===== src/rtl/uart_pkg.sv =====
// Shared UART definitions: FSM state encodings, default baud divider
// and the ASCII control codes the monitor decoder reacts to.
package uart_pkg;

  typedef enum logic [2:0] {
    S_IDLE   = 3'd0,
    S_START  = 3'd1,
    S_DATA   = 3'd2,
    S_STOP   = 3'd3,
    S_WAITHI = 3'd4
  } rx_state_e;

  // 50 MHz clock, 115200 baud
  localparam int BAUD_DIV_DEF = 434;

  localparam logic [7:0] ASCII_CR   = 8'h0d;
  localparam logic [7:0] ASCII_CTLC = 8'h03;

endpackage


===== src/rtl/uart_sync2.sv =====
// Two-flop synchroniser for an asynchronous level input.
// Reset value is selectable so idle-high lines do not glitch out of reset.
module uart_sync2 #(
  parameter logic RST_VAL = 1'b1
) (
  input  logic clk,
  input  logic rst,
  input  logic d_i,
  output logic q_o
);

  logic s1_q;
  logic s2_q;

  always_ff @(posedge clk) begin
    if (rst) begin
      s1_q <= RST_VAL;
      s2_q <= RST_VAL;
    end else begin
      s1_q <= d_i;
      s2_q <= s1_q;
    end
  end

  assign q_o = s2_q;

endmodule


===== src/rtl/uart_rx_deser.sv =====
// 8N1 UART receiver: mid-bit sampling, one-cycle rout_en on a good
// frame, one-cycle frame_err on a low stop bit.
import uart_pkg::*;

module uart_rx_deser #(
  parameter int BAUD_DIV = BAUD_DIV_DEF
) (
  input  logic       clk,
  input  logic       rst,
  input  logic       rx_in,
  output logic [7:0] rout,
  output logic       rout_en,
  output logic       frame_err,
  output logic       rx_busy
);

  localparam int HALF_DIV = BAUD_DIV / 2;
  localparam int CW       = $clog2(BAUD_DIV);

  localparam logic [CW-1:0] FULL_LD = CW'(BAUD_DIV - 1);
  localparam logic [CW-1:0] HALF_LD = CW'(HALF_DIV - 1);

  logic rx_s;

  rx_state_e     state_q, state_d;
  logic [CW-1:0] cnt_q, cnt_d;
  logic [2:0]    idx_q, idx_d;
  logic [7:0]    shift_q, shift_d;
  logic [7:0]    rout_q, rout_d;
  logic          en_q, en_d;
  logic          err_q, err_d;
  logic          tick;

  uart_sync2 #(.RST_VAL(1'b1)) u_sync (
    .clk (clk),
    .rst (rst),
    .d_i (rx_in),
    .q_o (rx_s)
  );

  assign tick = (cnt_q == '0);

  always_ff @(posedge clk) begin
    if (rst) begin
      state_q <= S_IDLE;
      cnt_q   <= '0;
      idx_q   <= '0;
      shift_q <= '0;
      rout_q  <= '0;
      en_q    <= 1'b0;
      err_q   <= 1'b0;
    end else begin
      state_q <= state_d;
      cnt_q   <= cnt_d;
      idx_q   <= idx_d;
      shift_q <= shift_d;
      rout_q  <= rout_d;
      en_q    <= en_d;
      err_q   <= err_d;
    end
  end

  always_comb begin
    state_d = state_q;
    cnt_d   = cnt_q;
    idx_d   = idx_q;
    shift_d = shift_q;
    rout_d  = rout_q;
    en_d    = 1'b0;
    err_d   = 1'b0;
    if (state_q != S_IDLE) begin
      cnt_d = cnt_q - CW'(1);
    end
    unique case (state_q)
      S_IDLE: begin
        if (!rx_s) begin
          state_d = S_START;
          cnt_d   = HALF_LD;
        end
      end
      S_START: begin
        // a start that has gone high by mid-bit is a glitch
        if (tick) begin
          if (!rx_s) begin
            state_d = S_DATA;
            cnt_d   = FULL_LD;
            idx_d   = '0;
          end else begin
            state_d = S_IDLE;
          end
        end
      end
      S_DATA: begin
        if (tick) begin
          shift_d = {rx_s, shift_q[7:1]};
          cnt_d   = FULL_LD;
          if (idx_q == 3'd7) begin
            state_d = S_STOP;
          end else begin
            idx_d = idx_q + 3'd1;
          end
        end
      end
      S_STOP: begin
        if (tick) begin
          if (rx_s) begin
            rout_d  = shift_q;
            en_d    = 1'b1;
            state_d = S_IDLE;
          end else begin
            err_d   = 1'b1;
            state_d = S_WAITHI;
          end
        end
      end
      S_WAITHI: begin
        // a held-low (break) line must not look like a new start
        if (rx_s) begin
          state_d = S_IDLE;
        end
      end
      default: begin
        state_d = S_IDLE;
      end
    endcase
  end

  assign rout      = rout_q;
  assign rout_en   = en_q;
  assign frame_err = err_q;
  assign rx_busy   = (state_q != S_IDLE);

endmodule


===== config.mk =====
export PLATFORM = sky130hd
export DESIGN_NAME = uart_rx_deser
export DESIGN_NICKNAME = d
export VERILOG_FILES = /design/src/rtl/uart_pkg.sv /design/src/rtl/uart_sync2.sv /design/src/rtl/uart_rx_deser.sv
export SDC_FILE = /design/constraint.sdc
export NUM_CORES = 1
export LEC_CHECK = 0
export ABC_AREA = 1
export BUFFER_PORTS_ARGS = -buffer_cell sky130_fd_sc_hd__buf_2
export CORE_ASPECT_RATIO = 1.4
export CORE_UTILIZATION = 35
export CTS_CLUSTER_DIAMETER = 80
export DETAILED_ROUTE_END_ITERATION = 8
export MAX_ROUTING_LAYER = met4
export SETUP_SLACK_MARGIN = 0.02
export SLEW_MARGIN = 20
export SYNTH_ARGS = -nofsm -noshare
export SYNTH_HDL_FRONTEND = slang
export SYNTH_SLANG_ARGS = --single-unit
export TNS_END_PERCENT = 20

===== constraint.sdc =====
create_clock -name clk -period 1.42 [get_ports clk]
set_input_delay 0.071 -clock clk [delete_from_list [all_inputs] [get_ports clk]]
set_output_delay 0.071 -clock clk [all_outputs]
set_load 0.005 [all_outputs]

Yosys cells after proc, flatten, opt, wreduce, memory -nomap -nowiden --
Index checks and enable logic that the tools add are counted.
Word-level totals: register bits after elaboration 35, latch bits 0, RAM bits 0, ROM bits 0, bits of input ports 3, output and inout port bits 11, logic and storage cells 57, memories 0
Cells by class: add/sub/neg operators 2, $mul 0, div/mod/pow operators 0, $lt $le $gt $ge 0, equal/unequal tests 13, shift-type cells 0, muxes and demuxes 22, bitwise operators 2, reductions and logical operators 9
Operator list (count):
- two-way mux 9 bit | 5
- two-way mux 3 bit | 11
- case mux 9 bit (3 select lines) | 1
- case mux 3 bit (5 select lines) | 1
- != test 2 bit (second input constant) | 7
- zero test 9 bit | 1
- subtractor 9 x 1 -> 9 bit (second input constant) | 1
- == test 3 x 2 -> 1 bit (second input constant) | 2
- == test 3 bit (second input constant) | 2
- case mux 3 bit (2 select lines) | 1
- AND reduction 6 bit | 1
- AND reduction 5 bit | 1
- adder 3 x 1 -> 3 bit (second input constant) | 1
- == test 3 x 1 -> 1 bit (second input constant) | 1
- zero test 3 bit | 1
- AND reduction 3 bit | 1
- nonzero test 3 bit | 1
- OR reduction 3 bit | 1
- two-way mux 1 bit | 2
- two-way mux 2 bit | 1
- != test 2 x 1 -> 1 bit (second input constant) | 1
- NOT 1 bit | 2
- AND reduction 2 bit | 1
- nonzero test 2 bit | 1

Depth between registers and ports, before layout --
depth after elaboration 5, gate-level depth with buffers 11, mapped depth without buffers 11

Cells and area by module --
Synthesis repeated with hierarchy kept, for this count alone.
Second synthesis, totals: cell total of the unflattened synthesis 235, area, all modules 1710.4 µm²
By module, submodules not included:
- uart_rx_deser | times used 1, cells an instance 228, area an instance 1651.6 µm², sequential area each 660.6 µm²
- uart_sync2 | times used 1, cells an instance 7, area an instance 58.8 µm², sequential area each 40.0 µm²

Least setup slack after synthesis --
OpenSTA, ideal clock, no wires.
path kind reg-to-reg, from register cnt_q[0], to register rout_q[0], in the netlist rout[0], arrival time 1.326 ns, required time 1.304 ns, path slack -0.021 ns, stages on the path, launching flop included 10, path buffers 0, period minus slack after synthesis 1.441 ns, cells stage by stage dfxtp_1 > inv_1 > ha_1 > nand2_2 > nor2_4 > nand3_4 > nor3_4 > inv_2 > nor2_1 > nor2_1
On the way: word-level cells in the longest chain between the ends 2
RTL lines:
- from (decl) | line uart_rx_deser.sv:26 | logic [CW-1:0] cnt_q, cnt_d;
- from (signal assigned) | line uart_rx_deser.sv:54 | cnt_q <= cnt_d;
- zero test 9 bit | line uart_rx_deser.sv:41 | assign tick = (cnt_q == '0);
- AND reduction 3 bit (no line)
- to (signal assigned) | line uart_rx_deser.sv:57 | rout_q <= rout_d;
- to (decl) | line uart_rx_deser.sv:29 | logic [7:0] rout_q, rout_d;
Every way passes these cells. A chain may end at the register's enable or synchronous reset.

Worst setup path after layout --
from register cnt_q[0], to register rout_q[4], in the netlist rout[4]
The elaborated chain is that of the path after synthesis.

==> metrics.txt <==
status finished, violations left; violated checks setup timing; async set-reset flop share out of synthesis 0%; Clock Pin Slew Worst Setup and Hold Paths 0.07 ns; Ys Warns 0; Critical Path End Type flop; H-tree Lvls 2; prevailing post-synth register cell dfxtp_1; initial antenna violation count 0; syn nets 240; Synth top area share 41.4%; most common cell in the synthesized netlist nand2_1; synthesis-to-finish area growth 29.8%; Tot Pwr 4.68 mW; DR vias/cell 4.62; leading post-synthesis cells by cell area dfxtp_1 (41%), nand2_1 (9.3%), nor2_1 (7.1%), o21ai_0 (6.8%), inv_1 (6.0%); area of the mapped netlist 0.00169 sq mm; part of the power in registers 29.1%; setup TNS -0.0604 ns; CTS Root Cell clkbuf_8; Cells after DPL 322; layout cell share with drive strength beyond 1 29.6%; Setup Skew 0.00542 ns; crit path time final 1.43 ns; Starting Density 36.8%; Synth top cells by count nand2_1 (42), dfxtp_1 (35), nor2_1 (32), inv_1 (27), o21ai_0 (23); filler instances 469; EDFF count, synth 0; Worst Setup Slack, final -0.0122 ns; Antenna Nets Post-Route 0; Synth Instances 234; critical path fanouts, max 6; Worst setup SP type flop; post-route core utilization 47.7%; global-route wire length before repair 6580 um; P_leak 1.07 nW; Worst EP arrival 1.65 ns; Worst-Skew Late Latency 0.28 ns; largest net degree at the start of global routing 21; DP HPWL 2730 um; synth unique cells 27; port bufs 13; unrepaired setup endpoints after global routing true; worst endpoint required time 1.63 ns; pwr dens 2130 mW/mm^2; DIE AREA 0.00513 sq mm; Placer Congestion 0.845; Initial DRC Count 31; Worst Hold Class in -> reg; ant diodes 0; Final Cell Area 0.00220 sq mm; TritonCTS clock tree yes; Longest Clk Path Bufs 2; FF+latch count, synth 35; 1st-pass router iterations 4; Peak Freq 698 MHz; WL/cell 11.3 um; Int Pwr 2.68 mW; Avg Cell Area, Syn 7.24 sq um; combinational power share 55.2%; Max VDD drop 0.890 mV; fin. max-slew vios 0; pre-CTS setup slack -0.107 ns; global route overflow 0; DRC errors left 0; final std cells w/o fill 336; switching share of power 42.8%; Setup CP Type reg -> reg; Worst-Margin Slew 0.483 ns; WL final 3810 um; core outline area 0.00461 sq mm; Yosys top cell by area dfxtp_1; die height 84.3 um; clock sink count 35; vias in the first global route 1495; Final Net Count 280; CTS buffer count 5; sequential fraction of the synthesis area 41.4%; Placed Area 0.00195 sq mm; clock power share 15.7%; NetSw 2.01 mW; row count 29; hold slack 0.0601 ns; total track usage 17.5%; Vias 1553; Rel. slew slack 67.7%; Die Wd 60.8 um; # Max-Cap Violations 0; IO Count 14; endpoints failing setup 10; final hold vios 0; fin crit share 101%
## state kept, by name (all words and copies together), names as in the netlist
| signal | flops |
|---|---|
| cnt_q | 9 |
| rout_en | 1 |
| idx_q | 3 |
| u_sync.s1_q | 1 |
| rout | 8 |
| shift_q | 8 |
| state_q | 3 |
| frame_err | 1 |
| u_sync.q_o | 1 |
## routing by layer
metal  up-vias  GRT usage [%]  routed length (um)
met4         0           6.40                  64
met5         -              -                   0
met1       707           19.8                1650
li1        828              -                   -
met2        12           29.1                2020
met3         6           4.16                  71
## cell usage in the layout (no fill, tap or decap), types with 4 or more instances in the layout
cell type   n
dfxtp_1    31
nor2_4      5
clkbuf_8    6
o21ai_1     5
inv_1      24
a21oi_1    17
o21ai_0    18
nand2_1    42
buf_4      20
buf_2      13
inv_2       5
nor2_1     30
nand3_1    15
dfxtp_2     4
## kinds of logic after synthesis
group                    share of synthesized area (%)
flip-flops                                        41.4
AO/OA/AOI/OAI                                     13.9
XOR/XNOR                                          1.03
buffers and inverters                             8.64
adder cells (fa/ha/maj)                           2.22
AND/OR/NAND/NOR                                   32.9
## power groups by stage
stage	Combinational [mW]	Sequential, mW	Clock, mW
after global routing	2.93	1.39	0.796
after floorplan	1.60	1.33	0
final	2.58	1.36	0.733
after detailed placement	2.28	1.35	0
after CTS	2.49	1.35	0.754
after global placement	2.28	1.35	0
## what timing repair did
action / 4_1_cts / 5_1_grt
pin swaps: 7 / 3
buffers inserted: 6 / 0
gates resized for setup: 19 / 13
setup endpoints to repair: 26 / 32
endpoints found under the hold margin: 1 / 0
hold buffers: 1 / 0
## worst max-delay path: stages, from the launching register on
cell and delay, ns:
dfxtp_2 0.33, inv_2 0.06, ha_4 0.15, nand2_4 0.05, nor2_4 0.10, nand3_4 0.16, nor3_4 0.16, buf_4 0.16
o21ai_1 0.05, a21oi_1 0.13
## area by class of cell
type                       instances  area (sq um)  share of cell area (%)
timing repair buffer              38           288                    13.1
tap                               62          77.6                    3.53
clock buffer                       6          82.6                    3.76
multi-input combinational        164           925                    42.1
clock inverter                     1          5.00                   0.228
inverter                          30           115                    5.24
sequential                        35           706                    32.1
## path summary, 6_finish.rpt
| check | cells past startpoint | end | slack [ns] | start |
|---|---|---|---|---|
| setup / recovery | 9 | rout[4] | -0.01 | cnt_q[0] |
| hold / removal | 2 | idx_q[0] | 0.06 | rst |
| setup reg to reg | 9 | rout[4] | -0.01 | cnt_q[0] |
| hold reg to reg | 1 | u_sync.q_o | 0.41 | u_sync.s1_q |
(Power assumes the default switching activity.)
